<file path="src/rtl/lc3b_types.sv">
// Shared LC-3b fetch types.
//   lc3b_word    : 16-bit machine word / byte address
//   lc3b_reg     : 3-bit register specifier
//   lc3b_ipacket : fetched instruction with its pc and predecoded register fields
package lc3b_types;

    typedef logic [15:0] lc3b_word;
    typedef logic [2:0]  lc3b_reg;

    typedef struct packed {
        lc3b_word pc;
        lc3b_word ir;
        lc3b_reg  sr1;
        lc3b_reg  sr2;
        lc3b_reg  dr_sr;
        logic     sr2_mux_sel;
    } lc3b_ipacket;

    // Instructions are one word, byte addressed.
    localparam lc3b_word INSTR_BYTES = 16'd2;

endpackage

</file>
<file path="src/rtl/if_stage_if.sv">
// Instruction memory request/response bus.
//   imem_read    : request strobe (held until imem_resp)
//   imem_address : request address (stable while the request is open)
//   imem_rdata   : returned instruction word
//   imem_resp    : one-cycle response strobe
// master = fetch unit, slave = instruction memory.
interface if_stage_if;
    import lc3b_types::*;

    logic     imem_read;
    lc3b_word imem_address;
    lc3b_word imem_rdata;
    logic     imem_resp;

    modport master (
        output imem_read,
        output imem_address,
        input  imem_rdata,
        input  imem_resp
    );

    modport slave (
        input  imem_read,
        input  imem_address,
        output imem_rdata,
        output imem_resp
    );

endinterface

</file>
<file path="src/rtl/if_predecode.sv">
// Combinational predecode of one fetched word into an instruction packet.
//   pc     : address the word was fetched from
//   ir     : fetched instruction word
//   packet : pc, ir and the register fields extracted from ir
module if_predecode
    import lc3b_types::*;
(
    input  lc3b_word    pc,
    input  lc3b_word    ir,
    output lc3b_ipacket packet
);

    always_comb begin
        packet             = '0;
        packet.pc          = pc;
        packet.ir          = ir;
        packet.dr_sr       = ir[11:9];
        packet.sr1         = ir[8:6];
        packet.sr2         = ir[2:0];
        packet.sr2_mux_sel = ir[5];
    end

endmodule

</file>
<file path="src/rtl/if_stage.sv">
// Instruction fetch stage with a one-entry skid buffer.
//   clk, rst_n    : clock, asynchronous active-low reset
//   stall         : IF/ID register holding; current packet not consumed
//   redirect      : control-flow change, new address on redirect_pc
//   imem          : instruction memory bus (master side)
//   ipacket_out   : predecoded instruction packet
//   ipacket_valid : ipacket_out holds a real instruction
// FETCH keeps a request open at pc. A response that arrives while the output
// packet is stalled is parked in the skid register (HOLD). A redirect while a
// request is still open moves to SQUASH, which keeps the old request alive
// until its response arrives and then drops the data.
module if_stage
    import lc3b_types::*;
#(
    parameter lc3b_word RESET_PC = 16'h0000
)
(
    input  logic        clk,
    input  logic        rst_n,
    input  logic        stall,
    input  logic        redirect,
    input  lc3b_word    redirect_pc,
    if_stage_if.master  imem,
    output lc3b_ipacket ipacket_out,
    output logic        ipacket_valid
);

    typedef enum logic [1:0] {
        FETCH,
        HOLD,
        SQUASH
    } state_e;

    state_e      state_q,   state_d;
    lc3b_word    pc_q,      pc_d;
    lc3b_word    sq_addr_q, sq_addr_d;
    lc3b_ipacket packet_q,  packet_d;
    lc3b_ipacket skid_q,    skid_d;
    logic        valid_q,   valid_d;
    lc3b_ipacket fetched;

    if_predecode u_predecode (
        .pc     (pc_q),
        .ir     (imem.imem_rdata),
        .packet (fetched)
    );

    // Gated by rst_n so the request drops immediately while reset is held,
    // yet is already asserted in the first FETCH cycle after release.
    assign imem.imem_read    = rst_n && (state_q != HOLD);
    // SQUASH keeps presenting the abandoned address; pc already holds the
    // redirect target.
    assign imem.imem_address = (state_q == SQUASH) ? sq_addr_q : pc_q;

    assign ipacket_out   = packet_q;
    assign ipacket_valid = valid_q;

    always_comb begin
        state_d   = state_q;
        pc_d      = pc_q;
        sq_addr_d = sq_addr_q;
        packet_d  = packet_q;
        skid_d    = skid_q;
        valid_d   = valid_q;

        unique case (state_q)
            FETCH: begin
                if (redirect) begin
                    pc_d    = redirect_pc;
                    valid_d = 1'b0;
                    skid_d  = '0;
                    if (!imem.imem_resp) begin
                        // Request still open: let it finish, then drop it.
                        state_d   = SQUASH;
                        sq_addr_d = pc_q;
                    end
                end else if (imem.imem_resp) begin
                    pc_d = pc_q + INSTR_BYTES;
                    if (!valid_q || !stall) begin
                        packet_d = fetched;
                        valid_d  = 1'b1;
                    end else begin
                        skid_d  = fetched;
                        state_d = HOLD;
                    end
                end else if (valid_q && !stall) begin
                    valid_d = 1'b0;
                end
            end

            HOLD: begin
                if (redirect) begin
                    pc_d    = redirect_pc;
                    valid_d = 1'b0;
                    skid_d  = '0;
                    state_d = FETCH;
                end else if (!stall) begin
                    packet_d = skid_q;
                    skid_d   = '0;
                    state_d  = FETCH;
                end
            end

            SQUASH: begin
                if (redirect) begin
                    pc_d    = redirect_pc;
                    valid_d = 1'b0;
                    skid_d  = '0;
                end
                if (imem.imem_resp) begin
                    state_d = FETCH;
                end
            end

            default: begin
                state_d = FETCH;
            end
        endcase
    end

    always_ff @(posedge clk or negedge rst_n) begin
        if (!rst_n) begin
            state_q   <= FETCH;
            pc_q      <= RESET_PC;
            sq_addr_q <= RESET_PC;
            packet_q  <= '0;
            skid_q    <= '0;
            valid_q   <= 1'b0;
        end else begin
            state_q   <= state_d;
            pc_q      <= pc_d;
            sq_addr_q <= sq_addr_d;
            packet_q  <= packet_d;
            skid_q    <= skid_d;
            valid_q   <= valid_d;
        end
    end

endmodule

</file>
<file path="src/flat_wrapper.sv">
// flat-port wrapper written by rule: the top's interface ports become plain ports
module if_stage_flat import lc3b_types::*;
#(
    parameter lc3b_word RESET_PC = 16'h0000
)
  (clk, rst_n, stall, redirect, redirect_pc, ipacket_out, ipacket_valid, imem_imem_read, imem_imem_address, imem_imem_rdata, imem_imem_resp);
  if_stage_if imem_i ();
  input  logic clk;
  input  logic rst_n;
  input  logic stall;
  input  logic redirect;
  input  lc3b_word redirect_pc;
  output lc3b_ipacket ipacket_out;
  output logic ipacket_valid;
  output wire logic [$bits(imem_i.imem_read)-1:0] imem_imem_read;
  output wire logic [$bits(imem_i.imem_address)-1:0] imem_imem_address;
  input wire logic [$bits(imem_i.imem_rdata)-1:0] imem_imem_rdata;
  input wire logic [$bits(imem_i.imem_resp)-1:0] imem_imem_resp;
  assign imem_imem_read = imem_i.imem_read;
  assign imem_imem_address = imem_i.imem_address;
  assign imem_i.imem_rdata = imem_imem_rdata;
  assign imem_i.imem_resp = imem_imem_resp;
  if_stage #(.RESET_PC(RESET_PC)) u_core (.clk(clk), .rst_n(rst_n), .stall(stall), .redirect(redirect), .redirect_pc(redirect_pc), .imem(imem_i), .ipacket_out(ipacket_out), .ipacket_valid(ipacket_valid));
endmodule
</file>
<file path="config.mk">
export PLATFORM = sky130hd
export DESIGN_NAME = if_stage_flat
export DESIGN_NICKNAME = d
export VERILOG_FILES = /design/src/rtl/lc3b_types.sv /design/src/rtl/if_stage_if.sv /design/src/rtl/if_predecode.sv /design/src/rtl/if_stage.sv /design/src/flat_wrapper.sv
export SDC_FILE = /design/constraint.sdc
export NUM_CORES = 1
export LEC_CHECK = 0
export BUFFER_PORTS_ARGS = -buffer_cell sky130_fd_sc_hd__buf_2
export CORE_AREA = 2 2 119 121
export CTS_CLUSTER_SIZE = 28
export DETAILED_ROUTE_END_ITERATION = 8
export DIE_AREA = 0 0 121 123
export PLACE_DENSITY = 0.63
export SYNTH_ARGS = -nofsm -noshare
export SYNTH_HDL_FRONTEND = slang
export SYNTH_HIERARCHICAL = 1
export SYNTH_SLANG_ARGS = --single-unit
</file>
<file path="constraint.sdc">
create_clock -name clk -period 2.5 [get_ports clk]
set_input_delay 0.25 -clock clk [delete_from_list [all_inputs] [get_ports clk]]
set_output_delay 0.25 -clock clk [all_outputs]
set_load 0.05 [all_outputs]
</file>
Word level (Yosys, flattened, before mapping). Index checks and enable logic that the tools add are counted.

Flip-flop bits (word level): 119. Input port bits: 37. Output and inout bits: 60. Logic and storage cells: 83.

$add $sub $neg: 1. Equal/unequal tests: 17. Multiplexer cells: 32. Bitwise operators: 1. Reductions and logical operators: 16.

Operators with widths (count): 42-bit two-way mux (11); 42-bit case mux with 3 select lines (1); 42-bit case mux with 2 select lines (1); 16-bit two-way mux (4); 16-bit case mux with 2 select lines (1); 16-bit by 2-bit adder with 16-bit output, second input constant (1); 2-bit two-way mux (7); 2-bit inequality test, second input constant (6); 3-bit inequality test, second input constant (4); 5-bit AND reduction (2); 4-bit by 3-bit inequality test with 1-bit output, second input constant (2); 2-bit by 1-bit inequality test with 1-bit output, second input constant (3); 2-bit case mux with 3 select lines (1); 3-bit AND reduction (2); 6-bit AND reduction (1); 1-bit two-way mux (5); 4-bit AND reduction (1); 2-bit nonzero test (2); 3-bit nonzero test (1); 2-bit by 1-bit equality test with 1-bit output, second input constant (1); 2-bit equality test, second input constant (1); 1-bit logical AND (2); 1-bit logical NOT (2); 2-bit logical NOT (1); other kinds (4) (4).

Depth between registers and ports, before layout. Gate-level depths: netlist (run 1).

Depth in word-level cells: 6. Gate-level depth with buffers: 9. Mapped depth without buffers: 6.

By module. The synthesis (run 1) kept the hierarchy.

By module, submodules not included: if_stage (times used 1, cells each 437, area each 5639.2 µm², sequential area each 2977.9 µm²); if_predecode (times used 1, cells each 42, area each 315.3 µm², sequential area each 0.0 µm²).

Least setup slack after synthesis (run 1). No wires, ideal clock.

Path kind: flip-flop to output port. Start point: reg u_core.state_q[0]. End point: out imem_imem_address[13]. Arrival time: 2.254 ns. Data required time: 2.250 ns. Path slack: -0.004 ns. Stages on the path, launching flop included: 6. Path buffers: 2. Path through: dfrtp_1 inv_1 ha_1 buf_1 buf_1 o21ai_0.

Word-level cells in the longest chain between the ends: 2.

Ends and longest elaborated chain: start, declared (RTL line if_stage.sv:34) `state_e state_q, state_d;`; start signal, assigned (RTL line if_stage.sv:130) `state_q <= state_d;`; 2-bit equality test (RTL line if_stage.sv:53) `assign imem.imem_address = (state_q == SQUASH) ? sq_addr_q : pc_q;`; 16-bit two-way mux (RTL line if_stage.sv:53); end, declared (RTL line flat_wrapper.sv:16) `output wire logic [$bits(imem_i.imem_address)-1:0] imem_imem_address;`.

Every way passes these cells.

Final worst setup path (run 1).
Start point: reg u_core.state_q[0]. End point: out imem_imem_address[15].

The elaborated chain is that of the path after synthesis.

==> results of run 1 <==
==> kinds of logic after synthesis <==
logic type / share of synthesized area
AND/OR/NAND/NOR: 0.0513
adder cells (fa/ha/maj): 0.0105
multiplexers: 0.220
AO/OA/AOI/OAI: 0.129
buffers and inverters: 0.0891
flip-flops: 0.500
==> cells in the final DEF (no fill, tap or decap), types with 3 or more instances in the layout <==
| cell type | count |
|---|---|
| nor3_1 | 3 |
| a22o_1 | 43 |
| o22ai_1 | 3 |
| o22a_1 | 3 |
| clkinv_2 | 7 |
| mux2_2 | 111 |
| a2bb2oi_1 | 3 |
| buf_2 | 95 |
| a31oi_1 | 3 |
| clkbuf_8 | 5 |
| buf_12 | 3 |
| ha_1 | 4 |
| buf_4 | 9 |
| nand2_1 | 12 |
| mux2i_1 | 4 |
| a21oi_1 | 15 |
| nand3_1 | 9 |
| o21ai_0 | 15 |
| or3_1 | 3 |
| clkbuf_16 | 17 |
| dfrtp_1 | 119 |
| nor4_1 | 3 |
| and3_1 | 3 |
| nor2_1 | 12 |
| inv_1 | 6 |
| nand4_1 | 5 |
==> layout make-up <==
class | instances | area [um^2] | share of cell area
Timing Repair Buffer | 107 | 603 | 0.0879
Clock buffer | 23 | 498 | 0.0726
Clock inverter | 9 | 72.6 | 0.0106
Tap cell | 180 | 225 | 0.0328
Multi-Input combinational cell | 281 | 2460 | 0.359
Sequential cell | 119 | 2980 | 0.434
Inverter | 6 | 22.5 | 0.00328
==> per-stage QoR <==
| step | hold WS [ns] | instance area, um^2 | setup TNS [ns] |
|---|---|---|---|
| floorplan | -0.0456 | 5950 | -0.00871 |
| global placement | 0.460 | 6290 | 0 |
| detailed placement | 0.471 | 6290 | 0 |
| CTS | 0.0308 | 6860 | 0 |
| global route | 0.0663 | 6860 | 0 |
| finish | 0.0105 | 6860 | 0 |
==> metal layers <==
metal / global-route usage / vias up / share of wire
met5: 0 / - / 0
met4: 0.0778 / 0 / 0.017
met3: 0.0447 / 17 / 0.050
met2: 0.298 / 108 / 0.49
met1: 0.233 / 2023 / 0.45
li1: - / 1836 / -
==> worst min-delay path by stage <==
stage / from / endpoint / cells after the start
floorplan: rst_n / u_core/ipacket_out[0] / 0
global placement: rst_n / u_core/ipacket_out[24] / 2
detailed placement: rst_n / u_core/ipacket_out[2] / 2
CTS: rst_n / u_core/ipacket_out[2] / 2
global route: rst_n / u_core/ipacket_out[24] / 2
finish: rst_n / u_core/ipacket_out[24] / 2
==> flip-flops by register name, indices dropped and copies added (netlist names) <==
signal,count
u_core/ipacket_valid,1
u_core/skid_q,42
u_core/state_q,2
u_core/pc_q,16
u_core/sq_addr_q,16
u_core/ipacket_out,42
==> results by group, run 1 <==
Global routing
  – First-pass GRT wire length: 21000 um
  – Largest net degree at the start of global routing: 66
  – Global route overflow: 0
  – Initial antenna violation count: 0
  – GRT Overall Usage: 0.183
  – Vias in the first global route: 4017

Setup path
  – CP Max Fanout: 20
  – CP bufs+invs: 3
  – FF-to-FF Start: u_core/state_q[1]
  – R2r setup slk: 0.22 ns
  – Cell Chain, Critical Path: inv_1 -> ha_1 -> buf_4 -> mux2_2 -> buf_2
  – Required time of the critical path: 2.25 ns
  – Reg-to-Reg End: u_core/ipacket_out[3]
  – CP Launch Type: flop
  – CP Depth: 5
  – Critical path capture point type: output pin
  – Family with the most delay on the worst path: buffers and inverters
  – Arr. time, crit path: 2.04 ns
  – Slowest stage delay, CP: 0.43 ns
  – R2r worst-path depth: 7
  – Crit path launch: u_core/state_q[0]
  – Critical path endpoint: imem_imem_address[15]
  – WS Path Type: flop to output pin
  – CP max stage cell: dfrtp_1

Layout
  – Layout Nets: 574
  – Antenna fix cells: 0
  – Fin cells: 725
  – Fin util: 0.504
  – Layout filler cell count: 1206
  – Layout cells sized above 1: 0.468
  – Area Growth Syn to Fin: 15.2%

Timing
  – Final hold violation count: 0
  – Slew headroom: 0.447
  – Max-slew violations: 0
  – Tightest Pin Transition: 0.830 ns
  – Setup violations, final: 0
  – Post-layout min period: 2.29 ns
  – Period utilisation layout: 0.918
  – RSZ-0062 raised after global routing: no
  – Final clock skew: 0.00472 ns
  – Fmax: 436 MHz
  – PnR worst setup slack: 0.206 ns

Placed design
  – Setup WS pre-CTS: 0.246 ns
  – DP Wirelength: 8530 um
  – IO Port Bufs: 96
  – Routability Congestion: 0.828
  – Dpl cells: 693

Logic synthesis
  – Area contributors post-synth: dfrtp_1, mux2_2, a22o_1, buf_4, buf_6
  – Syn nets: 521
  – EDFF count, synth: 0
  – Sequential share of the synthesized area: 0.500
  – Cell taking the most area after synthesis: dfrtp_1
  – Ys Warns: 6
  – Netlist cell types: 45
  – Post-synth design cell area: 5950 um^2
  – Most common cell in the netlist: dfrtp_1
  – #FFs+latches synth: 119
  – Syn_area_per_cell: 12.4 um^2
  – Top cells by count, synth: dfrtp_1, mux2_2, a22o_1, buf_4
  – Async SR Flop Fraction: 1.00
  – Top FF cell, synth: dfrtp_1
  – Syn Inst Count: 479
  – Synth top area share: 0.500

Floorplanning
  – # rows: 43
  – Starting Density: 0.437
  – Ports: 97
  – Die height: 123 um
  – Die Wd: 121 um
  – Core Footprint: 13600 um^2
  – Die Footprint: 14900 um^2

Clock network
  – Clk sinks: 119
  – Inserted Clock Buffers: 17
  – Clock Latency Late Sink: 0.41 ns
  – CTS resizes: 0
  – Post-CTS setup buffers: 0
  – Post-CTS Hold Fix Bufs: 0
  – Number of H-tree levels: 4
  – CTS tree: done
  – Root Driver: clkbuf_16
  – Clk slew on worst S/H paths: 0.05 ns
  – Maximum clock path buffer count: 2

Routing
  – DR DRC count: 0
  – 1st-pass router iterations: 4
  – 1st-iter DRT viols: 292
  – ANT nets after route: 0
  – Routed WL: 13000 um
  – Avg Vias per Cell: 5.50
  – WL/cell: 17.9 um
  – Via Count: 3984

Job
  – Reported max-cap violation count: 0

Hold path
  – Worst min-delay path category: primary input to asynchronous set/reset pin

Status
  – Outcome: completed
Power of run 1 is not shown: default switching activity piles up to over one toggle a cycle in this logic, so the estimate is an artifact.
==> run 2, diff against run 1 <==
==> constraint.sdc (replaced) <==
create_clock -name clk -period 2.2 [get_ports clk]
set_input_delay 0.22 -clock clk [delete_from_list [all_inputs] [get_ports clk]]
set_output_delay 0.22 -clock clk [all_outputs]
set_load 0.05 [all_outputs]
==> results by group, run 2 (same netlist as run 1, synthesis figures left out) <==
Status
  – Outcome: completed

Clock network
  – Root Driver: clkbuf_16
  – Clk slew on worst S/H paths: 0.06 ns (about the same)
  – CTS tree: done
  – Post-CTS setup buffers: 0 (unchanged)
  – Maximum clock path buffer count: 2 (unchanged)
  – Number of H-tree levels: 4 (unchanged)
  – Inserted Clock Buffers: 17 (unchanged)
  – Clock Latency Late Sink: 0.41 ns (about the same)
  – Clk sinks: 119 (unchanged)

Timing
  – Fmax: 465 MHz
  – Max-slew violations: 0 (unchanged)
  – Period utilisation layout: 0.978
  – Final clock skew: 0.00673 ns (+0.00201 ns)
  – Setup violations, final: 0 (unchanged)
  – RSZ-0062 raised after global routing: yes
  – Slew headroom: 0.588 (+0.141)
  – Hold slack final: 0.0390 ns (+0.0285 ns)
  – Final hold violation count: 0 (unchanged)
  – Post-layout min period: 2.15 ns
  – Tightest Pin Transition: 0.619 ns (-0.211 ns)

Setup path
  – Cell Chain, Critical Path: inv_1 -> ha_2 -> buf_6 -> mux2_2 -> buf_2
  – CP Launch Type: flop
  – CP max stage cell: dfrtp_1
  – Critical path capture point type: output pin
  – R2r worst-path depth: 7 (unchanged)
  – Arr. time, crit path: 1.93 ns (-0.11 ns)
  – FF-to-FF Start: u_core/state_q[0]
  – R2r setup slk: 0.08 ns (-0.14 ns)
  – WS Path Type: flop to output pin
  – Reg-to-Reg End: u_core/ipacket_out[5]
  – Required time of the critical path: 1.98 ns (-0.27 ns)
  – Slowest stage delay, CP: 0.43 ns (about the same)
  – CP Max Fanout: 12 (-40%)

Layout
  – Layout filler cell count: 1192 (-1.2%)
  – Most common cell after layout, fill and taps aside: dfrtp_1
  – Layout cells sized above 1: 0.480 (+0.0123)
  – Antenna fix cells: 0 (unchanged)
  – Layout Nets: 585 (+1.9%)
  – Area Growth Syn to Fin: 17.8%
  – Most frequent cells in the layout: dfrtp_1, mux2_2, buf_2
  – Final instance area: 7020 um^2 (+2.3%)

Routing
  – Routed WL: 13300 um (+2.5%)
  – WL/cell: 18.1 um (+0.99%)
  – ANT nets after route: 0 (unchanged)
  – DR DRC count: 0 (unchanged)
  – 1st-iter DRT viols: 245 (-16%)
  – Avg Vias per Cell: 5.49 (about the same)
  – Via Count: 4044 (+1.5%)
  – 1st-pass router iterations: 4 (unchanged)

Floorplanning
  – Starting Density: 0.437 (unchanged)
  – # rows: 43 (unchanged)
  – Die height: 123 um (unchanged)
  – Die Footprint: 14900 um^2 (unchanged)
  – Ports: 97 (unchanged)
  – Core Footprint: 13600 um^2 (unchanged)
  – Die Wd: 121 um (unchanged)

Hold path
  – Worst min-delay path category: primary input to flop
  – Hold Crit Start: redirect_pc[0]
  – Worst Hold Path EP: u_core/pc_q[0]
  – WHS Path Cells: 2

Global routing
  – GRT Overall Usage: 0.191 (+0.00758)
  – Global route overflow: 0 (unchanged)
  – Vias in the first global route: 4245 (+5.7%)
  – Initial antenna violation count: 0 (unchanged)
  – First-pass GRT wire length: 21800 um (+3.9%)
  – Largest net degree at the start of global routing: 120 (+82%)

Placed design
  – Routability Congestion: 0.835 (+0.83%)
  – IO Port Bufs: 96 (unchanged)
  – Dpl cell area: 6390 um^2 (+1.6%)
  – DP Wirelength: 8500 um (-0.36%)

Job
  – Reported max-cap violation count: 0 (unchanged)
-- run 2: cell types whose count changed in the layout (fill, tap and decap cells not counted), sizes merged --
cell	delta
bufinv	+2
clkbuf	-4
clkinvlp	+3
clkinv	-1
buf	+10
dlygate4sd3	+1
-- run 2: worst max-delay path, delay by kind of cell, from the launching register on --
kind                       cells  cell delay (ns)
adders and majority gates      1             0.24
buffers and inverters          3             0.49
DFF                            1             0.43
muxes                          1             0.35
-- run 2: layout make-up --
class	instances	area (um^2)	share of cell area
clock buffer	19	453	0.0646
clock inverter	13	154	0.0219
inverter	6	22.5	0.00321
multi-input combinational	281	2460	0.351
sequential	119	2980	0.424
tap	180	225	0.0321
timing repair buffer	118	721	0.103
-- run 2: metrics by stage --
step	setup slack [ns]	setup TNS, ns	utilization	instances
6_report	0.0488	0	0.515	736
5_1_grt	-0.0292	-0.436	0.515	736
4_1_cts	0.00503	0	0.515	736
3_5_place_dp	0.100	0	0.469	703
3_3_place_gp	0.176	0	0.469	703
2_1_floorplan	-0.274	-0.549	-	479
-- run 2: timing repair --
item                                    4_1_cts  5_1_grt
endpoints found under the setup margin       12       40
hold buffers                                  1        0
hold endpoints to repair                    119        0
gates resized for setup                       2        1
-- run 2: worst max-delay path by stage --
stage                      startpoint                      to  slack, ns  cells past startpoint
finish              u_core/state_q[0]   imem_imem_address[11]       0.05                      5
global route        u_core/state_q[0]    imem_imem_address[9]      -0.03                      5
CTS                 u_core/state_q[0]    imem_imem_address[3]      0.005                      5
detailed placement  u_core/state_q[1]   u_core/ipacket_out[5]       0.10                      7
global placement    u_core/state_q[0]  u_core/ipacket_out[11]       0.18                      7
floorplan           u_core/state_q[0]   imem_imem_address[13]      -0.27                      5
-- run 2: layer usage --
metal | vias up | wire, um | GRT usage | share of wire
met5 | - | 0 | 0 | 0
met1 | 2050 | 5870 | 0.241 | 0.44
met2 | 117 | 6610 | 0.318 | 0.50
met4 | 0 | 203 | 0.0647 | 0.015
li1 | 1860 | - | - | -
met3 | 17 | 648 | 0.0503 | 0.049
Power of run 2 is left out for the same reason.
